===== config.mk =====
export PLATFORM = sky130hd
export DESIGN_NAME = array_result_drain_flat
export DESIGN_NICKNAME = d
export VERILOG_FILES = /design/src/rtl/array_pkg.sv /design/src/rtl/array_result_drain_if.sv /design/src/rtl/array_drain_out_reg.sv /design/src/rtl/array_result_drain.sv /design/src/flat_wrapper.sv
export SDC_FILE = /design/constraint.sdc
export NUM_CORES = 1
export LEC_CHECK = 0
export BUFFER_PORTS_ARGS = -buffer_cell sky130_fd_sc_hd__buf_2
export CAP_MARGIN = 15
export CELL_PAD_IN_SITES_DETAIL_PLACEMENT = 0
export CELL_PAD_IN_SITES_GLOBAL_PLACEMENT = 2
export CORE_MARGIN = 2
export CORE_UTILIZATION = 34
export DETAILED_ROUTE_END_ITERATION = 10
export PLACE_DENSITY = 0.83
export SYNTH_ARGS = -nofsm -noshare
export SYNTH_HDL_FRONTEND = slang
export SYNTH_SLANG_ARGS = --single-unit

===== constraint.sdc =====
create_clock -name clk -period 5.3 [get_ports clk]
set_input_delay 1.06 -clock clk [delete_from_list [all_inputs] [get_ports clk]]
set_output_delay 1.06 -clock clk [all_outputs]
set_load 0.02 [all_outputs]

===== src/rtl/array_pkg.sv =====
// Shared definitions for the systolic-array result drain: word layout
// constants, drain FSM state encoding and the result-word packer.
package array_pkg;

  localparam int NUM_RESULTS   = 16;
  localparam int ACC_W         = 17;
  localparam int IDX_W         = 4;
  localparam int DRAIN_IDX_LSB = 24;
  localparam int DRAIN_TAG_LSB = 28;
  localparam logic [3:0] CSUM_TAG = 4'hC;
  localparam logic [3:0] CSUM_IDX = 4'hF;

  typedef enum logic [1:0] {
    ST_IDLE  = 2'd0,
    ST_SEND  = 2'd1,
    ST_CSUM  = 2'd2,
    ST_CLEAR = 2'd3
  } drain_state_t;

  // Result in the low bits, index in [27:24], everything else zero.
  function automatic logic [31:0] pack_word(input logic [ACC_W-1:0] result,
                                            input logic [IDX_W-1:0] index);
    logic [31:0] w;
    w = '0;
    w[ACC_W-1:0] = result;
    w[DRAIN_IDX_LSB +: IDX_W] = index;
    return w;
  endfunction

endpackage


===== src/rtl/array_result_drain_if.sv =====
// Result word stream toward the bus-side result FIFO.
// Handshake: a word transfers on every rising clk edge where dout_valid and
// dout_ready are both high; once dout_valid is raised, dout and dout_valid
// stay stable until that transfer happens.
interface array_result_drain_if;
  logic [31:0] dout;
  logic        dout_valid;
  logic        dout_ready;

  modport master (output dout, output dout_valid, input dout_ready);
  modport slave  (input dout, input dout_valid, output dout_ready);
endinterface


===== src/rtl/array_drain_out_reg.sv =====
// Valid/ready output stage: holds the current result word until it is
// accepted. The FSM either loads a new word (valid set) or drops valid.
module array_drain_out_reg (
  input  logic        clk,
  input  logic        rst_n,
  input  logic        load_i,
  input  logic        drop_i,
  input  logic [31:0] word_i,
  output logic        xfer_o,
  array_result_drain_if.master m
);

  logic [31:0] dout_q, dout_d;
  logic        valid_q, valid_d;

  assign xfer_o       = valid_q & m.dout_ready;
  assign m.dout       = dout_q;
  assign m.dout_valid = valid_q;

  // Next word/valid: load wins, otherwise drop, otherwise hold stable.
  always_comb begin
    dout_d  = dout_q;
    valid_d = valid_q;
    if (load_i) begin
      dout_d  = word_i;
      valid_d = 1'b1;
    end else if (drop_i) begin
      valid_d = 1'b0;
    end
  end

  // Output registers.
  always_ff @(posedge clk or negedge rst_n) begin
    if (!rst_n) begin
      dout_q  <= '0;
      valid_q <= 1'b0;
    end else begin
      dout_q  <= dout_d;
      valid_q <= valid_d;
    end
  end

endmodule


===== src/rtl/array_result_drain.sv =====
// Snapshots the 16 systolic-array accumulators on start, streams them as
// 32-bit words, then pulses the accumulator clear and signals done.
// Optional checksum word: define ARRAY_DRAIN_CHECKSUM_EN to append a 17th
// word carrying the XOR of all snapshot results (index 4'hF, tag 4'hC).
module array_result_drain
  import array_pkg::*;
#(
  parameter int DATA_SIZE    = 8,
  parameter int CLEAR_CYCLES = 1
) (
  input  logic clk,
  input  logic resetn,
  input  logic start,
  input  logic [NUM_RESULTS*(2*DATA_SIZE+1)-1:0] results,
  output logic acc_clear_n,
  output logic busy,
  output logic done,
  output drain_state_t dbg_state,
  array_result_drain_if.master m
);

  localparam int RES_W = 2*DATA_SIZE + 1;
  localparam int CNT_W = (CLEAR_CYCLES > 1) ? $clog2(CLEAR_CYCLES) : 1;

  drain_state_t     state_q, state_d;
  logic [IDX_W-1:0] idx_q, idx_d;
  logic [CNT_W-1:0] clr_cnt_q, clr_cnt_d;
  logic [RES_W-1:0] snap_q [NUM_RESULTS];
  logic [RES_W-1:0] snap_d [NUM_RESULTS];
  logic             acc_clear_n_q, acc_clear_n_d;
  logic             done_q, done_d;

  logic        load;
  logic        drop;
  logic [31:0] word;
  logic        xfer;

`ifdef ARRAY_DRAIN_CHECKSUM_EN
  logic [RES_W-1:0] csum;
  logic [31:0]      csum_word;

  // XOR of all snapshot results, tagged as the trailing checksum word.
  always_comb begin
    csum = '0;
    for (int k = 0; k < NUM_RESULTS; k++) csum = csum ^ snap_q[k];
    csum_word = pack_word(ACC_W'(csum), CSUM_IDX);
    csum_word[DRAIN_TAG_LSB +: 4] = CSUM_TAG;
  end
`endif

  assign acc_clear_n = acc_clear_n_q;
  assign done        = done_q;
  assign busy        = (state_q != ST_IDLE);
  assign dbg_state   = state_q;

  // Drain sequencing: capture, stream words, hold clear, pulse done.
  always_comb begin
    state_d       = state_q;
    idx_d         = idx_q;
    clr_cnt_d     = clr_cnt_q;
    snap_d        = snap_q;
    acc_clear_n_d = 1'b1;
    done_d        = 1'b0;
    load          = 1'b0;
    drop          = 1'b0;
    word          = '0;
    case (state_q)
      ST_IDLE: begin
        // done_q marks the cycle right after a drain; start is refused there.
        if (start && !done_q) begin
          for (int k = 0; k < NUM_RESULTS; k++) snap_d[k] = results[k*RES_W +: RES_W];
          idx_d   = '0;
          load    = 1'b1;
          word    = pack_word(ACC_W'(results[RES_W-1:0]), '0);
          state_d = ST_SEND;
        end
      end
      ST_SEND: begin
        if (xfer) begin
          if (idx_q != IDX_W'(NUM_RESULTS-1)) begin
            idx_d = idx_q + 1'b1;
            load  = 1'b1;
            word  = pack_word(ACC_W'(snap_q[idx_q + 1'b1]), idx_q + 1'b1);
          end else begin
`ifdef ARRAY_DRAIN_CHECKSUM_EN
            load    = 1'b1;
            word    = csum_word;
            state_d = ST_CSUM;
`else
            drop          = 1'b1;
            acc_clear_n_d = 1'b0;
            clr_cnt_d     = '0;
            state_d       = ST_CLEAR;
`endif
          end
        end
      end
      ST_CSUM: begin
        if (xfer) begin
          drop          = 1'b1;
          acc_clear_n_d = 1'b0;
          clr_cnt_d     = '0;
          state_d       = ST_CLEAR;
        end
      end
      ST_CLEAR: begin
        if (clr_cnt_q == CNT_W'(CLEAR_CYCLES-1)) begin
          done_d  = 1'b1;
          state_d = ST_IDLE;
        end else begin
          clr_cnt_d     = clr_cnt_q + 1'b1;
          acc_clear_n_d = 1'b0;
        end
      end
      default: state_d = ST_IDLE;
    endcase
  end

  // FSM state, counters, snapshot and registered control outputs.
  always_ff @(posedge clk or negedge resetn) begin
    if (!resetn) begin
      state_q       <= ST_IDLE;
      idx_q         <= '0;
      clr_cnt_q     <= '0;
      acc_clear_n_q <= 1'b1;
      done_q        <= 1'b0;
      for (int k = 0; k < NUM_RESULTS; k++) snap_q[k] <= '0;
    end else begin
      state_q       <= state_d;
      idx_q         <= idx_d;
      clr_cnt_q     <= clr_cnt_d;
      acc_clear_n_q <= acc_clear_n_d;
      done_q        <= done_d;
      for (int k = 0; k < NUM_RESULTS; k++) snap_q[k] <= snap_d[k];
    end
  end

  array_drain_out_reg u_out (
    .clk    (clk),
    .rst_n  (resetn),
    .load_i (load),
    .drop_i (drop),
    .word_i (word),
    .xfer_o (xfer),
    .m      (m)
  );

endmodule


===== src/flat_wrapper.sv =====
// flat-port wrapper written by rule: the top's interface ports become plain ports
module array_result_drain_flat import array_pkg::*;
#(
  parameter int DATA_SIZE    = 8,
  parameter int CLEAR_CYCLES = 1
)
  (clk, resetn, start, results, acc_clear_n, busy, done, dbg_state, m_dout, m_dout_valid, m_dout_ready);
  array_result_drain_if m_i ();
  input  logic clk;
  input  logic resetn;
  input  logic start;
  input  logic [NUM_RESULTS*(2*DATA_SIZE+1)-1:0] results;
  output logic acc_clear_n;
  output logic busy;
  output logic done;
  output drain_state_t dbg_state;
  output wire logic [$bits(m_i.dout)-1:0] m_dout;
  output wire logic [$bits(m_i.dout_valid)-1:0] m_dout_valid;
  input wire logic [$bits(m_i.dout_ready)-1:0] m_dout_ready;
  assign m_dout = m_i.dout;
  assign m_dout_valid = m_i.dout_valid;
  assign m_i.dout_ready = m_dout_ready;
  array_result_drain #(.DATA_SIZE(DATA_SIZE), .CLEAR_CYCLES(CLEAR_CYCLES)) u_core (.clk(clk), .resetn(resetn), .start(start), .results(results), .acc_clear_n(acc_clear_n), .busy(busy), .done(done), .dbg_state(dbg_state), .m(m_i));
endmodule

==> results of run 1 <==
sequential cells by signal, indices dropped and copies added, names as in the netlist:
| signal | cells |
|---|---|
| u_core.u_out.m.dout_valid | 1 |
| u_core.dbg_state | 2 |
| u_core.snap_q | 272 |
| u_core.acc_clear_n | 1 |
| u_core.done | 1 |
| u_core.idx_q | 4 |
| u_core.u_out.m.dout | 21 |
power by group through the flow:
stage	Clock (W)	Combinational [W]	Sequential [W]
after floorplan	0	0.00289	0.00387
after global placement	0	0.00428	0.00406
final	0.00242	0.00429	0.00405
after detailed placement	0	0.00433	0.00407
after CTS	0.00247	0.00434	0.00404
after global routing	0.00256	0.00478	0.00418
Yosys cell counts (all sizes together):
library cell  count
and2              3
dfstp             1
nor3              1
nand4            35
nand3            40
xor2              2
dfrtp           301
a32oi            17
or3               1
nor2b             3
nand2b            2
a22oi            16
conb              1
a41oi             1
xnor2             1
o21ai             9
clkbuf           71
a21o              2
mux2i            50
o211ai           17
a22o              4
nor2              5
inv               4
mux2              1
a21boi            1
ha                7
nand2           947
buf              43
mux4             18
metal layers:
metal / routed length (um) / GRT usage / vias to the layer above / part of all wire
li1: - / - / 5607 / -
met2: 21210 / 0.3466 / 346 / 0.45
met1: 21950 / 0.3307 / 5743 / 0.46
met4: 1787 / 0.08773 / 0 / 0.038
met3: 2573 / 0.03357 / 84 / 0.054
met5: 0 / 0 / - / 0
per-stage QoR:
stage,instance area (um^2),setup slack [ns],instances,hold slack (ns)
floorplan,13740,3.036,1614,0.4403
global placement,15600,1.928,2340,0.4533
detailed placement,15610,1.923,2341,0.4601
CTS,16770,1.913,2405,0.4745
global route,16770,1.696,2406,0.4877
finish,16770,1.935,2406,0.4705
worst max path at each step:
stage	startpoint	endpoint	slack (ns)	cells after the start
final	u_core.idx_q[0]	u_core.u_out.m.dout[10]	1.93	7
after global placement	u_core.idx_q[0]	u_core.u_out.m.dout[8]	1.93	6
after global routing	u_core.idx_q[0]	u_core.u_out.m.dout[7]	1.70	7
after CTS	u_core.idx_q[0]	u_core.u_out.m.dout[10]	1.91	7
after detailed placement	u_core.idx_q[0]	u_core.u_out.m.dout[10]	1.92	7
after floorplan	start	u_core.snap_q[102]	3.04	7
worst max-delay path, stage by stage, from the launching register on:
cell and delay (ns):
dfrtp_2 0.92, ha_4 0.35, xor2_4 0.44, buf_4 0.58, mux2i_1 0.19, a32oi_1 0.47
nand4_1 0.16, nand4_1 0.15
logic make-up (layout without fill, tap and decap cells):
group | Yosys count | count (layout) | share of synthesized area
mux | 69 | 69 | 0.06693
other cells | 1 | 12 | 0.0002737
fa+ha+maj | 7 | 7 | 0.006392
simple gates | 1037 | 1037 | 0.2960
flops | 302 | 302 | 0.5516
xor+xnor | 3 | 3 | 0.003014
compound gates | 67 | 67 | 0.03707
buf+inv | 118 | 384 | 0.03863
final cells by class:
type,count,area [um^2]
Multi-Input combinational cell,1194,5699
Fill cell,4090,22960
Antenna cell,1,2.502
Clock buffer,58,1115
Timing Repair Buffer,316,1680
Inverter,4,15.01
Clock inverter,6,41.29
Tap cell,525,656.9
Sequential cell,302,7560
==> flow_summary.json, run 1 <==
{
  "status": "finished, final reports clean",
  "crit_arrival_ns": 3.81,
  "yosys-top-cells-area": "dfrtp_1, nand2_1, mux2i_1",
  "drive_gt1_frac": 0.2117,
  "yosysTopAreaCell": "dfrtp_1",
  "hold_viol_final": 0,
  "power_w": 0.01075,
  "synth_area_um2": 13700,
  "dr.first_iter.drc_count": 929,
  "holdPathStages": 2,
  "hp-start": "u_core.snap_q[163]",
  "syn_inst": 1604,
  "p_clk_frac": 0.225,
  "cts_resized": 0,
  "vias_per_cell": 4.896,
  "finish.utilization": 0.4221,
  "path_max_fanout": 41,
  "rr_startpoint": "u_core.idx_q[0]",
  "r2r_slack_ns": 1.93,
  "grt_pass1_wl_mm": 72.53,
  "tightest_slew_ns": 1.105,
  "hold_end": "u_core.snap_q[163]",
  "cts_tree": "built",
  "cts_setup_buffers": 0,
  "worstRegToRegCells": 7,
  "layout_commonest_cell": "nand2_1",
  "io_buffers": 302,
  "worstReg2RegEnd": "u_core.u_out.m.dout[10]",
  "p_sw_w": 0.004421,
  "h-tree-depth": 2,
  "totalWireLength_mm": 47.52,
  "clkTransAtPathRegs_ns": 0.06,
  "ys_seq_area_frac": 0.5516,
  "p_seq_frac": 0.377,
  "die_h_um": 204.7,
  "cellInternalPower_w": 0.006332,
  "power_density_nw_per_um2": 641.2,
  "core_area_um2": 39730,
  "ctsHoldBuffers": 0,
  "cts_buffers": 36,
  "dieWidth_um": 204.7,
  "synth_top_cell_area_share": 0.5497,
  "worstSetupPathType": "reg2reg",
  "antenna_found_initial": 1,
  "hp-class": "reg2reg",
  "p_sw_frac": 0.4111,
  "placementRows": 73,
  "vias": 11780,
  "drc_errors": 0,
  "drv_cap": 0,
  "areaGrowthSynthToFinish_pct": 22.39,
  "p_leak_nw": 8.903,
  "grt_pass1_vias": 12206,
  "cts.sinks": 302,
  "timing.final.crit_share": 0.6350,
  "fin_tns_setup_ns": 0,
  "comb_power_share": 0.399,
  "syn_area_per_cell_um2": 8.542,
  "critPathRequiredTime_ns": 5.75,
  "drv_slew": 0,
  "worstSkewPairLatency_ns": 0.52,
  "endpoint_kind": "flop",
  "dr.pass1.iters": 5,
  "rsz0062_at_grt": "false",
  "setup_viol": 0,
  "cts_root_buf": "clkbuf_16",
  "finalCriticalPeriod_ns": 3.365,
  "gp_congestion": 0.8143,
  "start_util": 0.3449,
  "yosys_warnings": 0,
  "yosysUniqueCellTypes": 32,
  "routedWlPerCell_um": 19.75,
  "maxSlewHeadroom": 0.2622,
  "ant_nets": 0,
  "ys_ff_latch": 302,
  "ioPinCount": 314,
  "ir_drop_mv": 0.3437,
  "grt_max_degree": 178,
  "grt_usage": 0.2290,
  "start_kind": "flop",
  "final_cell_mix": "nand2_1, buf_2, dfrtp_1, mux2i_1, nand3_1",
  "grt_overflow": 0,
  "clk_path_buf_depth": 3,
  "clock_skew_ns": 0.02526,
  "die-area_um2": 41920,
  "place_hpwl_mm": 33.98,
  "max_freq_mhz": 297.2,
  "layout.nets": 2137
}
Power figures use the tool's default switching activity.
==> run 2: changes to the inputs <==
Settings changed: CORE_UTILIZATION 34 to 29, PLACE_DENSITY 0.83 to 0.75.
Clock period 5.3 ns to 2.95 ns, I/O delays scaled along.
==> run 2 against run 1 <==
Net effect: critical path depth is 1 higher; power is 82% higher; die area is 17% higher; design area is 1.7% higher; fmax is 45% higher; largest cell class unchanged.
==> flow_summary.json, run 2 (synthesis results as in run 1) <==
{
  "status": "finished, final reports clean",
  "gp_congestion": 0.7932,
  "vias": 11730,
  "totalWireLength_mm": 49.48,
  "maxSlewHeadroom": 0.5032,
  "die_h_um": 221.4,
  "clock_skew_ns": 0.01133,
  "placementRows": 79,
  "dr.first_iter.drc_count": 905,
  "crit_arrival_ns": 2.80,
  "grt_overflow": 0,
  "fin_area_um2": 17050,
  "areaGrowthSynthToFinish_pct": 24.46,
  "worstSkewPairLatency_ns": 0.55,
  "p_sw_frac": 0.4090,
  "worstReg2RegEnd": "u_core.u_out.m.dout[14]",
  "p_leak_nw": 8.994,
  "hold_viol_final": 0,
  "diodes": 0,
  "fin_tns_setup_ns": 0,
  "multi_input_area_um2": 5699,
  "grt_pass1_vias": 12055,
  "ioPinCount": 314,
  "start_kind": "flop",
  "hp-start": "results[71]",
  "comb_power_share": 0.406,
  "cp_common_cell": "inv_1",
  "grt_pass1_wl_mm": 75.56,
  "fillers": 4883,
  "worst_path_largest_cell_delay_ns": 0.44,
  "core_area_um2": 46560,
  "ant_nets": 0,
  "cts_tree": "built",
  "cts_buffers": 36,
  "power_density_nw_per_um2": 1150,
  "layout.nets": 2153,
  "dr.pass1.iters": 4,
  "setup_viol": 0,
  "drv_cap": 0,
  "endpoint_kind": "flop",
  "antenna_found_initial": 2,
  "grt_max_degree": 112,
  "worstSetupPathType": "reg2reg",
  "max_freq_mhz": 430.9,
  "drc_errors": 0,
  "p_sw_w": 0.008020,
  "ir_drop_mv": 0.6117,
  "rsz0062_at_grt": "false",
  "cts_root_buf": "clkbuf_16",
  "r2r_slack_ns": 0.63,
  "drive_gt1_frac": 0.2156,
  "layout_commonest_cell": "nand2_1",
  "p_seq_frac": 0.369,
  "crit_chain": "inv_1 -> ha_1 -> inv_1 -> nor3_2 -> buf_4 -> buf_12 -> nand2_1 -> nand4_1",
  "io_buffers": 302,
  "place_area_um2": 15910,
  "finalCriticalPeriod_ns": 2.321,
  "largest_register": "u_core.snap_q",
  "die-area_um2": 49000,
  "seq_area_um2": 7560,
  "timing.final.crit_share": 0.7868,
  "drv_slew": 0,
  "clk_path_buf_depth": 3,
  "routedWlPerCell_um": 19.80,
  "tightest_slew_ns": 0.7452,
  "worstRegToRegCells": 8,
  "hold_end": "u_core.snap_q[190]",
  "h-tree-depth": 2,
  "grt_usage": 0.2026,
  "p_clk_frac": 0.225,
  "cts_setup_buffers": 0,
  "place_hpwl_mm": 35.99,
  "dieWidth_um": 221.4,
  "final_cell_mix": "nand2_1, buf_2, dfrtp_1, mux2i_1, nand3_1",
  "slowest_stage": "dfrtp_1",
  "path_max_fanout": 80,
  "rr_startpoint": "u_core.dbg_state[0]",
  "clkTransAtPathRegs_ns": 0.06,
  "holdPathStages": 3,
  "vias_per_cell": 4.694,
  "cts.sinks": 302,
  "critPathRequiredTime_ns": 3.43,
  "cellInternalPower_w": 0.01159,
  "hp-class": "in2reg",
  "largest_register_ffs": 272,
  "start_util": 0.2943
}
run 2: cell count changes in the layout (fill, tap and decap cells not counted), moves of 2 or more:
cell and change:
buf_4 +9, bufinv_16 +2, clkbuf_8 -5, buf_12 +7
run 2: final cells by class:
type                       count  share of cell area
tap                          607             0.04453
sequential                   302              0.4433
inverter                       4           0.0008804
clock inverter                 6            0.004916
multi-input combinational   1194              0.3342
timing repair buffer         332              0.1106
clock buffer                  54             0.06156
run 2: repair_timing:
action                    in CTS  in global routing
hold endpoints to repair      33                  0
resized for setup              0                  0
hold buffers                   1                  0
run 2: power by group through the flow:
stage	sequential, W	combinational, W	clock [W]
6_report	0.00724	0.00796	0.00441
5_1_grt	0.00744	0.00885	0.00469
4_1_cts	0.00723	0.00805	0.00452
3_5_place_dp	0.00727	0.00802	0
3_3_place_gp	0.00728	0.00795	0
2_1_floorplan	0.00696	0.00519	0
run 2: how the worst max path moves through the flow:
stage                                   start                 endpoint  slack (ns)  depth (start not counted)
after floorplan           u_core.dbg_state[0]       u_core.snap_q[102]        0.89                          9
after global placement        u_core.idx_q[1]  u_core.u_out.m.dout[15]        0.69                          6
after detailed placement  u_core.dbg_state[0]  u_core.u_out.m.dout[14]        0.61                          8
after CTS                 u_core.dbg_state[0]  u_core.u_out.m.dout[14]        0.60                          8
after global routing      u_core.dbg_state[0]  u_core.u_out.m.dout[14]        0.41                          8
final                     u_core.dbg_state[0]  u_core.u_out.m.dout[14]        0.63                          8
run 2: critical path: cells and delay by family (launching register included):
kind	cells	cell delay, ns
simple gates	3	0.71
buf+inv	4	0.79
flops	1	0.44
fa+ha+maj	1	0.26
run 2: layer usage:
metal	vias up	track usage	share of wire
li1	5635	-	-
met1	5757	0.2874	0.47
met2	287	0.3195	0.46
met3	47	0.04223	0.055
met4	4	0.04178	0.016
met5	-	0	0.00053
run 2: metrics by stage:
stage / hold WS (ns) / worst slack, ns / instances / power (W) / utilization
6_report: 0.2313 / 0.6290 / 2499 / 0.01961 / 0.3663
5_1_grt: 0.2228 / 0.4053 / 2499 / 0.02099 / 0.3663
4_1_cts: 0.2112 / 0.6043 / 2499 / 0.01980 / 0.3663
3_5_place_dp: 0.4600 / 0.6130 / 2438 / 0.01529 / 0.3417
3_3_place_gp: 0.4541 / 0.6913 / 2438 / 0.01523 / 0.3417
2_1_floorplan: 0.2944 / 0.8950 / 1614 / 0.01214 / -
